==> config.mk <==
export PLATFORM = sky130hd
export DESIGN_NAME = bp_cce_dir_entry_writer
export DESIGN_NICKNAME = d
export VERILOG_FILES = /design/src/rtl/bp_cce_dir_entry_writer.sv
export SDC_FILE = /design/constraint.sdc
export NUM_CORES = 1
export LEC_CHECK = 0
export ABC_AREA = 1
export ABC_CLOCK_PERIOD_IN_PS = 2130
export CAP_MARGIN = 20
export CELL_PAD_IN_SITES_DETAIL_PLACEMENT = 0
export CELL_PAD_IN_SITES_GLOBAL_PLACEMENT = 2
export CORE_MARGIN = 2
export CORE_UTILIZATION = 33
export DETAILED_ROUTE_END_ITERATION = 16
export DONT_BUFFER_PORTS = 1
export GPL_TIMING_DRIVEN = 0
export HOLD_SLACK_MARGIN = 0.15
export PLACE_DENSITY = 0.85
export SYNTH_ARGS = -nofsm -noshare
export SYNTH_HDL_FRONTEND = slang
export SYNTH_SLANG_ARGS = --single-unit
==> constraint.sdc <==
create_clock -name clk_i -period 2.13 [get_ports clk_i]
set_input_delay 0.213 -clock clk_i [delete_from_list [all_inputs] [get_ports clk_i]]
set_output_delay 0.213 -clock clk_i [all_outputs]
set_load 0.02 [all_outputs]
==> src/rtl/bp_cce_dir_entry_writer.sv <==
// bp_cce_dir_entry_writer: read-modify-write of one directory entry (tag + coherence state) in a packed RAM row
module bp_cce_dir_entry_writer #(
    parameter int num_way_groups_p   = 64,
    parameter int num_lce_p          = 4,
    parameter int lce_assoc_p        = 8,
    parameter int tag_sets_per_row_p = 2,
    parameter int rows_per_wg_p      = 2,
    parameter int tag_width_p        = 10,
    parameter int coh_bits_p         = 3,
    localparam int wg_w         = $clog2(num_way_groups_p),
    localparam int lce_w        = $clog2(num_lce_p),
    localparam int way_w        = $clog2(lce_assoc_p),
    localparam int entry_w      = tag_width_p + coh_bits_p,
    localparam int row_width_lp = tag_sets_per_row_p * lce_assoc_p * entry_w,
    localparam int addr_w       = $clog2(num_way_groups_p * rows_per_wg_p)
) (
    input  logic                    clk_i,
    input  logic                    reset_n_i,
    input  logic                    v_i,
    output logic                    ready_o,
    input  logic [wg_w-1:0]         wg_i,
    input  logic [lce_w-1:0]        lce_i,
    input  logic [way_w-1:0]        way_i,
    input  logic [tag_width_p-1:0]  tag_i,
    input  logic [coh_bits_p-1:0]   state_i,
    input  logic                    state_only_i,
    output logic                    ram_v_o,
    output logic                    ram_w_o,
    output logic [addr_w-1:0]       ram_addr_o,
    output logic [row_width_lp-1:0] ram_data_o,
    input  logic [row_width_lp-1:0] ram_data_i,
    output logic                    done_o
);
    typedef enum logic [1:0] {e_ready, e_read, e_merge, e_write} state_e;

    state_e                  state_q, state_d;
    logic [wg_w-1:0]         wg_q, wg_d;
    logic [lce_w-1:0]        lce_q, lce_d;
    logic [way_w-1:0]        way_q, way_d;
    logic [tag_width_p-1:0]  tag_q, tag_d;
    logic [coh_bits_p-1:0]   coh_q, coh_d;
    logic                    so_q, so_d;
    logic [row_width_lp-1:0] row_q, row_d;

    logic [addr_w-1:0]       row_addr;
    logic [31:0]             off;
    logic [row_width_lp-1:0] mask, merged;
    logic [entry_w-1:0]      old_entry, new_entry;

    // Division/modulo by tag_sets_per_row_p splits lce into row select and tag set; a single-row
    // way-group therefore collapses to address = wg.
    assign row_addr  = addr_w'(int'(wg_q) * rows_per_wg_p + int'(lce_q) / tag_sets_per_row_p);
    assign off       = 32'(((int'(lce_q) % tag_sets_per_row_p) * lce_assoc_p + int'(way_q)) * entry_w);
    assign mask      = {{(row_width_lp-entry_w){1'b0}}, {entry_w{1'b1}}} << off;
    assign old_entry = entry_w'(ram_data_i >> off);
    assign new_entry = {so_q ? old_entry[entry_w-1:coh_bits_p] : tag_q, coh_q};
    assign merged    = (ram_data_i & ~mask) | ({{(row_width_lp-entry_w){1'b0}}, new_entry} << off);

    assign ready_o    = reset_n_i & (state_q == e_ready);
    assign ram_v_o    = (state_q == e_read) | (state_q == e_write);
    assign ram_w_o    = state_q == e_write;
    assign done_o     = ram_w_o;
    assign ram_addr_o = ram_v_o ? row_addr : '0;
    assign ram_data_o = ram_w_o ? row_q : '0;

    // State and latched request registers; reset abandons any update in flight
    always_ff @(posedge clk_i) begin
        if (!reset_n_i) begin
            state_q <= e_ready;
            wg_q    <= '0;
            lce_q   <= '0;
            way_q   <= '0;
            tag_q   <= '0;
            coh_q   <= '0;
            so_q    <= 1'b0;
            row_q   <= '0;
        end else begin
            state_q <= state_d;
            wg_q    <= wg_d;
            lce_q   <= lce_d;
            way_q   <= way_d;
            tag_q   <= tag_d;
            coh_q   <= coh_d;
            so_q    <= so_d;
            row_q   <= row_d;
        end
    end

    // Sequencing: accept -> read row -> merge returned row -> write back
    always_comb begin
        state_d = state_q;
        wg_d    = wg_q;
        lce_d   = lce_q;
        way_d   = way_q;
        tag_d   = tag_q;
        coh_d   = coh_q;
        so_d    = so_q;
        row_d   = row_q;
        case (state_q)
            e_ready: if (v_i) begin
                state_d = e_read;
                wg_d    = wg_i;
                lce_d   = lce_i;
                way_d   = way_i;
                tag_d   = tag_i;
                coh_d   = state_i;
                so_d    = state_only_i;
            end
            e_read:  state_d = e_merge;
            e_merge: begin
                row_d   = merged;
                state_d = e_write;
            end
            default: state_d = e_ready;
        endcase
    end
endmodule

# Word level (Yosys, flattened, before mapping)
# Cells that the tools add are included.
word_totals:
  word_cells: 30
  inputBits: 236
  ff_bits: 235
op_classes:
  bitwise_logic: 5
  addsub: 2
  shifts: 3
  multipliers: 1
  eq_ne: 4
  n_reduce_logical: 2
  muxes: 5
op_table:
  columns: ["op", "count"]
  rows:
  - ["208-bit bitwise AND", 1]
  - ["208-bit 2-to-1 mux", 1]
  - ["208-bit inverter", 1]
  - ["208-bit bitwise OR", 1]
  - ["13-bit by 9-bit left shift with 208-bit output", 1]
  - ["13-bit by 9-bit left shift with 208-bit output, first input constant", 1]
  - ["208-bit by 9-bit right shift with 13-bit output", 1]
  - ["10-bit 2-to-1 mux", 1]
  - ["5-bit by 4-bit multiplier with 9-bit output, second input constant", 1]
  - ["7-bit by 1-bit adder with 7-bit output", 1]
  - ["7-bit 2-to-1 mux", 1]
  - ["2-bit one-hot mux with 3 select lines", 1]
  - ["4-bit by 3-bit adder with 5-bit output", 1]
  - ["2-bit equality test, second input constant", 2]
  - ["2-bit by 1-bit equality test with 1-bit output, second input constant", 1]
  - ["2-bit zero test", 1]
  - ["2-bit 2-to-1 mux", 1]
  - ["2-bit != test, second input constant", 1]
  - ["2-bit AND reduction", 1]
  - ["1-bit bitwise AND", 1]
  - ["1-bit bitwise OR", 1]

# Depth between registers and ports, before layout
# Gate-level depths: netlist (run 1).
depth:
  word_depth: 6
  mapped_depth: 13

# Least setup slack after synthesis (run 1)
# Ideal clock, no wire load.
synth_path:
  kind: "flip-flop to output port"
  startpoint: "reg state_q[0]"
  endpoint: "out ram_data_o[138]"
  n_path_buf: 3
  arrival_time_ns: 1.744
  path_stages_with_launch: 7
  slack_ns: 0.173
  required_ns: 1.917
  cell_sequence: "dfxtp_1 ha_1 clkbuf_1 clkbuf_1 clkbuf_1 nand2_1 inv_1"
synth_between:
  elab_chain_cells: 2
synth_rtl:
  columns: ["element", "line_no", "rtl"]
  rows:
  - ["start: declaration", "36", "state_e state_q, state_d;"]
  - ["start signal: assignment", "69", "state_q <= e_ready;"]
  - ["start signal: assignment", "78", "state_q <= state_d;"]
  - ["2-bit equality test", "61", "assign ram_w_o = state_q == e_write;"]
  - ["named net done_o", "32", "output logic done_o"]
  - ["208-bit 2-to-1 mux", "64", "assign ram_data_o = ram_w_o ? row_q : '0;"]
  - ["end: declaration", "30", "output logic [row_width_lp-1:0] ram_data_o,"]
# The timed path passes the listed nets, and every way through them passes these cells.

# Worst setup path after layout (run 1)
layout_path:
  startpoint: "reg state_q[0]"
  endpoint: "out ram_data_o[51]"
# The elaborated chain is that of the path after synthesis.

==> insert_results.sql, run 1 <==
INSERT INTO impl_metrics (metric_group, metric, value, unit) VALUES
('run_status', 'status', 'complete, but fails checks', ''),
('run_status', 'violations_in_the_final_reports', 'setup timing', ''),
('route', 'drt_first_iter_violations', '1732', ''),
('synthesis', 'synth.yosys.warnings', '0', ''),
('route', 'via_per_inst', '5.38', ''),
('timing', 'worst_slew_margin_rel', '0.498', ''),
('timing', 'fin_clk_skew', '0.0136', 'ns'),
('global_route', 'number_of_antenna_violations_at_the_first_check_in_global_routing', '0', ''),
('layout', 'commonest_cells_after_routing_fill_and_taps_aside', '792 x sky130_fd_sc_hd__nand2_1, 238 x sky130_fd_sc_hd__dlygate4sd3_1, 232 x sky130_fd_sc_hd__dfxtp_1, 208 x sky130_fd_sc_hd__nor2_1, 167 x sky130_fd_sc_hd__nand3_1', ''),
('global_route', 'globalRoute.totalOverflow', '0', ''),
('timing', 'maximum_operating_frequency', '437', 'MHz'),
('cts', 'cts-htree-levels', '1', ''),
('cts', 'clkLatencyLatePin', '0.59', 'ns'),
('synthesis', 'syn_inst', '2526', ''),
('timing', 'timing.final.crit_period', '2.29', 'ns'),
('critical_path', 'worstPathMaxFanout', '6', ''),
('layout', 'post-route-util', '0.489', ''),
('cts', 'clkSinkCount', '235', ''),
('route', 'drt_pre_antenna_iters', '6', ''),
('layout', 'post_route_cells_drive_above_1_share', '0.267', ''),
('route', 'wl_per_cell', '25.7', 'um'),
('synthesis', 'syn-mean-instance-area', '6.17', 'um2'),
('floorplan', 'design.die.area', '0.0490', 'mm2'),
('layout', 'area.growth.synth_to_final', '46.0', '%'),
('cts', 'clock-root-buffer', 'sky130_fd_sc_hd__clkbuf_16', ''),
('timing', 'timing.final.setup_violations', '142', ''),
('power_and_ir_drop', 'power.leakage', '10.7', 'nW'),
('placed_design', 'place.gp.congestion', '0.950', ''),
('critical_path', 'cp_data_arrival_time', '2.07', 'ns'),
('timing', 'rsz_0062_raised_after_global_routing', 'yes', ''),
('critical_path', 'worst_ep_required_time', '1.92', 'ns'),
('timing', 'setup_total_negative_slack', '-12.26', 'ns'),
('critical_path', 'start_kind', 'flip-flop', ''),
('placed_design', 'hpwlAfterDp', '63500', 'um'),
('layout', 'instances_no_fill', '3483', ''),
('cts', 'numCtsBuffers', '28', ''),
('floorplan', 'die_x', '221', 'um'),
('route', 'vias', '18700', ''),
('synthesis', 'synth_fp_nets', '2767', ''),
('placed_design', 'place_ws', '-1.19', 'ns'),
('synthesis', 'ys_seq_area_frac', '0.302', ''),
('critical_path', 'end_kind', 'primary output', ''),
('timing', 'fin_hold_ws', '0.166', 'ns'),
('floorplan', 'die_h', '221', 'um'),
('synthesis', 'synth_area', '0.0156', 'mm2'),
('layout', 'fillers', '4733', ''),
('layout', 'final_cell_area', '0.0228', 'mm2'),
('route', 'drcViolationCount', '0', ''),
('cts', 'clock_pin_slew_on_the_worst_setup_and_hold_paths', '0.06', 'ns'),
('timing', 'layout_worst_path_cycle_share', '1.07', ''),
('floorplan', 'placement_rows', '79', ''),
('placed_design', 'placed_cell_area', '0.0164', 'mm2'),
('synthesis', 'synth_seq_cells', '235', ''),
('synthesis', 'post-synth-top-area-cell', 'sky130_fd_sc_hd__dfxtp_1', ''),
('timing', 'finalHoldViolations', '0', ''),
('timing', 'final_critical_path_setup_slack', '-0.157', 'ns'),
('power_and_ir_drop', 'cellPowerDensity', '1130', 'mW/mm2'),
('layout', 'layout.nets', '3096', ''),
('route', 'post_detailed_route_count_of_antenna_violating_nets', '0', ''),
('power_and_ir_drop', 'ir_drop_worst_vdd', '0.607', 'mV'),
('synthesis', 'synth_top_cells_by_area', 'sky130_fd_sc_hd__dfxtp_1 30%, sky130_fd_sc_hd__nand2_1 22%, sky130_fd_sc_hd__inv_1 7.2%', ''),
('synthesis', 'synth_cell_type_count', '27', ''),
('global_route', 'track_usage', '0.347', ''),
('timing', 'transition_time_at_the_pin_with_the_least_slew_margin', '0.753', 'ns'),
('cts', 'clock_tree.buffer_depth', '3', ''),
('min_path', 'hold_path_class', 'input port to flip-flop', ''),
('floorplan', 'placeableCoreArea', '0.0466', 'mm2'),
('timing', 'report.final.slew_viol_count', '0', ''),
('placed_design', 'dp.cells', '3138', ''),
('power_and_ir_drop', 'report.power.total', '25.8', 'mW'),
('floorplan', 'io-pin-count', '455', '');
flip-flops by register name, indices dropped and copies added (netlist names):
signal,flops
state_q,2
row_q,208
coh_q,3
way_q,3
wg_q,6
so_q,1
tag_q,10
lce_q,2
what timing repair did:
action	in CTS	in global routing
endpoints found under the hold margin	235	7
pin swaps	62	34
resized for setup	660	187
setup buffers	16	36
endpoints found under the setup margin	394	369
cloned	13	3
hold buffers	237	1
final cells by class:
cell class              count  area, um2  share of cell area
clock buffers              44        842              0.0370
well taps                 607        759              0.0334
repair buffers            308       3310               0.146
multi-input cells        1782       9890               0.435
flip-flops and latches    235       4720               0.207
clock inverters             5        125             0.00550
plain buffers             185       1490              0.0654
diodes                      2       5.00            0.000220
inverters                 315       1610              0.0708
path summary, 6_finish.rpt:
path                            cells after the start                    start                 endpoint  slack, ns
worst max register to register                      7        so_q$_SDFFE_PN0P_   row_q[71]$_SDFFE_PN0N_      -0.03
worst max-delay path                                7  state_q[0]$_SDFFE_PN0P_           ram_data_o[51]      -0.16
worst min-delay path                                3                reset_n_i  state_q[1]$_SDFFE_PN0P_       0.17
worst min register to register                      2   row_q[16]$_SDFFE_PN0N_   row_q[16]$_SDFFE_PN0N_       0.47
power breakdown:
group          internal (mW)  total [mW]  switching, mW
clock network           3.16        5.25           2.08
logic                   4.72        13.8           9.11
registers               5.65        6.74           1.09
kinds of logic (layout without fill, tap and decap cells):
| group | count (synthesis) | in the layout | synth area share |
|---|---|---|---|
| and+or+nand+nor | 1436 | 1436 | 0.412 |
| other | 0 | 2 | 0 |
| adders and majority gates | 5 | 5 | 0.00401 |
| DFF | 235 | 235 | 0.302 |
| AOI/OAI and AO/OA | 341 | 341 | 0.142 |
| buffers and inverters | 509 | 857 | 0.139 |
synthesized netlist by cell type:
cell type and count:
sky130_fd_sc_hd__inv_4 1, sky130_fd_sc_hd__a21oi_2 70, sky130_fd_sc_hd__o211ai_1 48, sky130_fd_sc_hd__nand3_1 170
sky130_fd_sc_hd__nor2_2 2, sky130_fd_sc_hd__nand2_2 9, sky130_fd_sc_hd__buf_4 15, sky130_fd_sc_hd__buf_1 21
sky130_fd_sc_hd__nand2_4 3, sky130_fd_sc_hd__nor2_4 3, sky130_fd_sc_hd__nor2_1 216, sky130_fd_sc_hd__nand3_2 98
sky130_fd_sc_hd__clkbuf_1 101, sky130_fd_sc_hd__o21ai_1 19, sky130_fd_sc_hd__o21a_1 50, sky130_fd_sc_hd__buf_2 36
sky130_fd_sc_hd__nor3_4 10, sky130_fd_sc_hd__inv_1 300, sky130_fd_sc_hd__a21oi_1 126, sky130_fd_sc_hd__inv_2 14
sky130_fd_sc_hd__dfxtp_1 235, sky130_fd_sc_hd__buf_6 21, sky130_fd_sc_hd__nand2_1 923, sky130_fd_sc_hd__nor3_2 2
sky130_fd_sc_hd__ha_1 5, sky130_fd_sc_hd__a211oi_1 1, sky130_fd_sc_hd__o21ai_0 27
worst max-delay path: stages (launching register included):
cell                        delay (ns)
sky130_fd_sc_hd__dfxtp_4          0.37
sky130_fd_sc_hd__ha_4             0.20
sky130_fd_sc_hd__clkbuf_16        0.16
sky130_fd_sc_hd__buf_12           0.15
sky130_fd_sc_hd__clkbuf_16        0.20
sky130_fd_sc_hd__clkbuf_16        0.19
sky130_fd_sc_hd__nand2_2          0.10
sky130_fd_sc_hd__inv_4            0.09
routing by layer:
layer / global-route usage / vias to the layer above / share of wire
met5: 0 / - / 0
met4: 0.136 / 0 / 0.049
met3: 0.0631 / 217 / 0.085
met2: 0.575 / 1016 / 0.46
met1: 0.445 / 8996 / 0.41
li1: - / 8503 / -
Power figures use the tool's default switching activity.
==> run 2, diff against run 1 <==
- ABC_AREA: 1 -> 0
- CORE_UTILIZATION: 33 -> 37
==> run 2 against run 1 <==
The run still ends with setup timing left. Largest power group is now registers. Routed wire length shrank 11%. Core utilization grew 6.1 points. Total power shrank 42%. Clock-buffer cell count grew 1. Non-clock buffer count shrank 48. Critical path depth shrank 1.
==> insert_results.sql, run 2 <==
INSERT INTO impl_metrics (metric_group, metric, value, unit) VALUES
('timing', 'timing.final.setup_violations', '52', ''),
('critical_path', 'ff_to_ff_path_depth', '8', ''),
('cts', 'clock_tree.buffer_depth', '3', ''),
('min_path', 'hold_path.startpoint', 'ram_data_i[162]', ''),
('power_and_ir_drop', 'internal_power', '9.90', 'mW'),
('global_route', 'grt_max_degree', '14', ''),
('floorplan', 'design.die.area', '0.0388', 'mm2'),
('route', 'via_per_inst', '6.35', ''),
('layout', 'area.growth.synth_to_final', '46.2', '%'),
('layout', 'area.sequential', '0.00472', 'mm2'),
('critical_path', 'start_kind', 'flip-flop', ''),
('min_path', 'hold_path_class', 'input port to flip-flop', ''),
('synthesis', 'synth_seq_cells', '235', ''),
('run_status', 'violations_in_the_final_reports', 'setup timing', ''),
('timing', 'setup_total_negative_slack', '-1.61', 'ns'),
('floorplan', 'io-pin-count', '455', ''),
('layout', 'fillers', '3402', ''),
('layout', 'multi_input_comb_area', '0.00931', 'mm2'),
('critical_path', 'reg2reg_setup_slack', '-0.01', 'ns'),
('run_status', 'status', 'complete, but fails checks', ''),
('global_route', 'globalRoute.totalOverflow', '0', ''),
('placed_design', 'port_buffers', '0', ''),
('synthesis', 'syn-mean-instance-area', '8.42', 'um2'),
('power_and_ir_drop', 'net-switching-power', '4.96', 'mW'),
('cts', 'clkSinkCount', '235', ''),
('synthesis', 'synth_top_cells_by_area', 'sky130_fd_sc_hd__dfxtp_1 34%, sky130_fd_sc_hd__and2_1 9.7%, sky130_fd_sc_hd__mux2i_1 7.5%', ''),
('power_and_ir_drop', 'ir_drop_worst_vdd', '0.695', 'mV'),
('global_route', 'track_usage', '0.389', ''),
('timing', 'final_critical_path_setup_slack', '-0.0855', 'ns'),
('floorplan', 'die_x', '197', 'um'),
('power_and_ir_drop', 'cellPowerDensity', '738', 'mW/mm2'),
('synthesis', 'synth_largest_type_area_fraction', '0.342', ''),
('route', 'drt_first_iter_violations', '1778', ''),
('critical_path', 'end_kind', 'primary output', ''),
('synthesis', 'synth_cell_type_count', '67', ''),
('layout', 'reg_top3', 'row_q (208), tag_q (10), wg_q (6)', ''),
('critical_path', 'regToRegStartpoint', 'way_q[1]$_SDFFE_PN0P_', ''),
('layout', 'largest-register', 'row_q', ''),
('route', 'drcViolationCount', '0', ''),
('power_and_ir_drop', 'combPwrFrac', '0.297', ''),
('synthesis', 'synth.yosys.warnings', '0', ''),
('critical_path', 'cp_slowest_cell', 'sky130_fd_sc_hd__dfxtp_4', ''),
('timing', 'maximum_operating_frequency', '451', 'MHz'),
('route', 'vias', '15500', ''),
('timing', 'report.final.slew_viol_count', '0', ''),
('route', 'drt_pre_antenna_iters', '6', ''),
('timing', 'timing.final.crit_period', '2.22', 'ns'),
('synthesis', 'synthFlopType', 'sky130_fd_sc_hd__dfxtp_1', ''),
('cts', 'clock_pin_slew_on_the_worst_setup_and_hold_paths', '0.06', 'ns'),
('floorplan', 'floorplan.initialDensity', '0.376', ''),
('critical_path', 'critical_path_buf_inv_count', '4', ''),
('critical_path', 'worst_ep_required_time', '1.92', 'ns'),
('synthesis', 'synth_enable_flop_cells', '0', ''),
('global_route', 'number_of_antenna_violations_at_the_first_check_in_global_routing', '3', ''),
('route', 'wl_per_cell', '32.5', 'um'),
('power_and_ir_drop', 'share_of_power_burned_in_the_clock_network', '0.346', ''),
('layout', 'commonest_cells_after_routing_fill_and_taps_aside', '240 x sky130_fd_sc_hd__dlygate4sd3_1, 228 x sky130_fd_sc_hd__dfxtp_1, 150 x sky130_fd_sc_hd__a21oi_1, 142 x sky130_fd_sc_hd__nor2_1, 120 x sky130_fd_sc_hd__nand2_1', ''),
('global_route', 'grt_pass1_vias', '15400', ''),
('placed_design', 'place_ws', '-0.925', 'ns'),
('timing', 'layout_worst_path_cycle_share', '1.04', ''),
('power_and_ir_drop', 'switching_share', '0.334', ''),
('placed_design', 'place.gp.congestion', '0.942', ''),
('timing', 'fin_clk_skew', '0.0206', 'ns'),
('critical_path', 'criticalPathCategory', 'flip-flop to primary output', ''),
('synthesis', 'syn_inst', '1636', ''),
('layout', 'post-route-util', '0.550', ''),
('min_path', 'whs_endpoint', 'row_q[162]$_SDFFE_PN0N_', ''),
('min_path', 'hold_path_depth', '4', ''),
('synthesis', 'yosysMostFrequentCell', 'sky130_fd_sc_hd__dfxtp_1', ''),
('synthesis', 'post-synth-top-area-cell', 'sky130_fd_sc_hd__dfxtp_1', ''),
('power_and_ir_drop', 'pwr-share-seq', '0.357', ''),
('timing', 'worst_slew_margin_rel', '0.382', ''),
('cts', 'cts-htree-levels', '1', ''),
('cts', 'clock_tree_from_tritoncts', 'yes', ''),
('critical_path', 'cp_data_arrival_time', '2.00', 'ns'),
('global_route', 'grt_first_pass_wirelength', '109000', 'um'),
('cts', 'clkLatencyLatePin', '0.58', 'ns'),
('route', 'post_detailed_route_count_of_antenna_violating_nets', '0', ''),
('cts', 'clock-root-buffer', 'sky130_fd_sc_hd__clkbuf_16', ''),
('critical_path', 'timing.critical_path.slowest_cell_delay', '0.37', 'ns'),
('run', 'maxCapViolations', '0', ''),
('synthesis', 'synth_fp_nets', '1877', ''),
('timing', 'fin_hold_ws', '0.157', 'ns'),
('critical_path', 'worstPathMaxFanout', '6', ''),
('power_and_ir_drop', 'report.power.total', '14.9', 'mW'),
('critical_path', 'cpMostUsedCell', 'sky130_fd_sc_hd__clkbuf_16', ''),
('timing', 'rsz_0062_raised_after_global_routing', 'yes', ''),
('critical_path', 'cp_cell_sequence', 'ha_4 > clkbuf_16 > clkbuf_16 > clkbuf_16 > buf_12 > and2_4', ''),
('synthesis', 'synth_async_sr_flop_share', '0', ''),
('floorplan', 'placement_rows', '70', ''),
('power_and_ir_drop', 'power.leakage', '8.15', 'nW'),
('critical_path', 'r2r-end', 'row_q[8]$_SDFFE_PN0N_', ''),
('critical_path', 'cp-startpoint', 'state_q[0]$_SDFFE_PN0P_', ''),
('layout', 'largest_register_ff_count', '208', ''),
('synthesis', 'synth_area', '0.0138', 'mm2'),
('layout', 'most_frequent_standard_cell_in_the_layout_excluding_fill_and_tap_cells', 'sky130_fd_sc_hd__dlygate4sd3_1', ''),
('route', 'drt_wl_total', '79600', 'um'),
('timing', 'transition_time_at_the_pin_with_the_least_slew_margin', '0.927', 'ns'),
('layout', 'post_route_cells_drive_above_1_share', '0.272', ''),
('critical_path', 'critical-path-top-delay-family', 'buffers and inverters', ''),
('cts', 'numCtsBuffers', '29', ''),
('floorplan', 'die_h', '197', 'um'),
('layout', 'layout.nets', '2196', ''),
('synthesis', 'netlist_top_cells_count', '235 x sky130_fd_sc_hd__dfxtp_1, 213 x sky130_fd_sc_hd__and2_1, 157 x sky130_fd_sc_hd__a21oi_1, 149 x sky130_fd_sc_hd__nor2_1, 129 x sky130_fd_sc_hd__nand2_1', ''),
('timing', 'finalHoldViolations', '0', ''),
('synthesis', 'ys_seq_area_frac', '0.342', ''),
('floorplan', 'placeableCoreArea', '0.0366', 'mm2'),
('placed_design', 'hpwlAfterDp', '55700', 'um');
[run 2: what timing repair did]
action,CTS,global route
pin swaps,59,45
setup endpoints to repair,424,372
gates resized for setup,454,190
endpoints found under the hold margin,235,0
cloned,2,11
hold buffers,240,0
buffers inserted,19,27
[run 2: power by group through the flow]
| stage | clock, mW | sequential [mW] | combinational (mW) |
|---|---|---|---|
| after detailed placement | 0 | 5.32 | 3.16 |
| after floorplan | 0 | 5.20 | 2.19 |
| after CTS | 5.16 | 5.26 | 3.91 |
| final | 5.15 | 5.30 | 4.41 |
| after global routing | 5.33 | 5.33 | 4.61 |
| after global placement | 0 | 5.30 | 3.12 |
[run 2: worst max path at each step]
stage                              end  slack, ns  cells past startpoint
5_1_grt                 ram_data_o[59]      -0.12                      6
4_1_cts                 ram_data_o[59]      -0.14                      6
2_1_floorplan  row_q[120]$_SDFFE_PN0N_       0.10                      6
6_report                ram_data_o[59]      -0.09                      6
3_3_place_gp           ram_data_o[155]      -1.04                      5
3_5_place_dp           ram_data_o[159]      -0.92                      5
[run 2: metrics by stage]
| stage | std cells | area (um2) |
|---|---|---|
| 5_1_grt | 2445 | 20100 |
| 6_report | 2446 | 20100 |
| 4_1_cts | 2412 | 19100 |
| 3_3_place_gp | 2104 | 14400 |
| 2_1_floorplan | 1636 | 13800 |
| 3_5_place_dp | 2105 | 14400 |
[run 2: tightest hold or removal path, cell delays in order]
cell	delay (ns)
sky130_fd_sc_hd__mux2_2	0.15
sky130_fd_sc_hd__o21ai_4	0.10
sky130_fd_sc_hd__o22ai_1	0.12
sky130_fd_sc_hd__a221o_1	0.12
[run 2: cells by family after synthesis]
family / count (synthesis) / share of synthesized area
AOI/OAI and AO/OA: 520 / 0.286
adders and majority gates: 5 / 0.00454
buffers and inverters: 166 / 0.0588
DFF: 235 / 0.342
muxes: 116 / 0.0863
and+or+nand+nor: 594 / 0.223
[run 2: cell type report]
class                   instances  area share
repair buffers                298       0.159
well taps                     468      0.0291
flip-flops and latches        235       0.235
multi-input cells            1235       0.462
clock buffers                  45      0.0440
diodes                          2    0.000249
inverters                       9     0.00186
plain buffers                 147      0.0645
clock inverters                 7     0.00435
[run 2: metal layers]
layer | global-route usage | share of wire | vias to the layer above
met5 | 0 | 0 | -
met4 | 0.196 | 0.055 | 0
met3 | 0.115 | 0.12 | 263
met2 | 0.629 | 0.45 | 1172
met1 | 0.470 | 0.37 | 7553
li1 | - | - | 6553
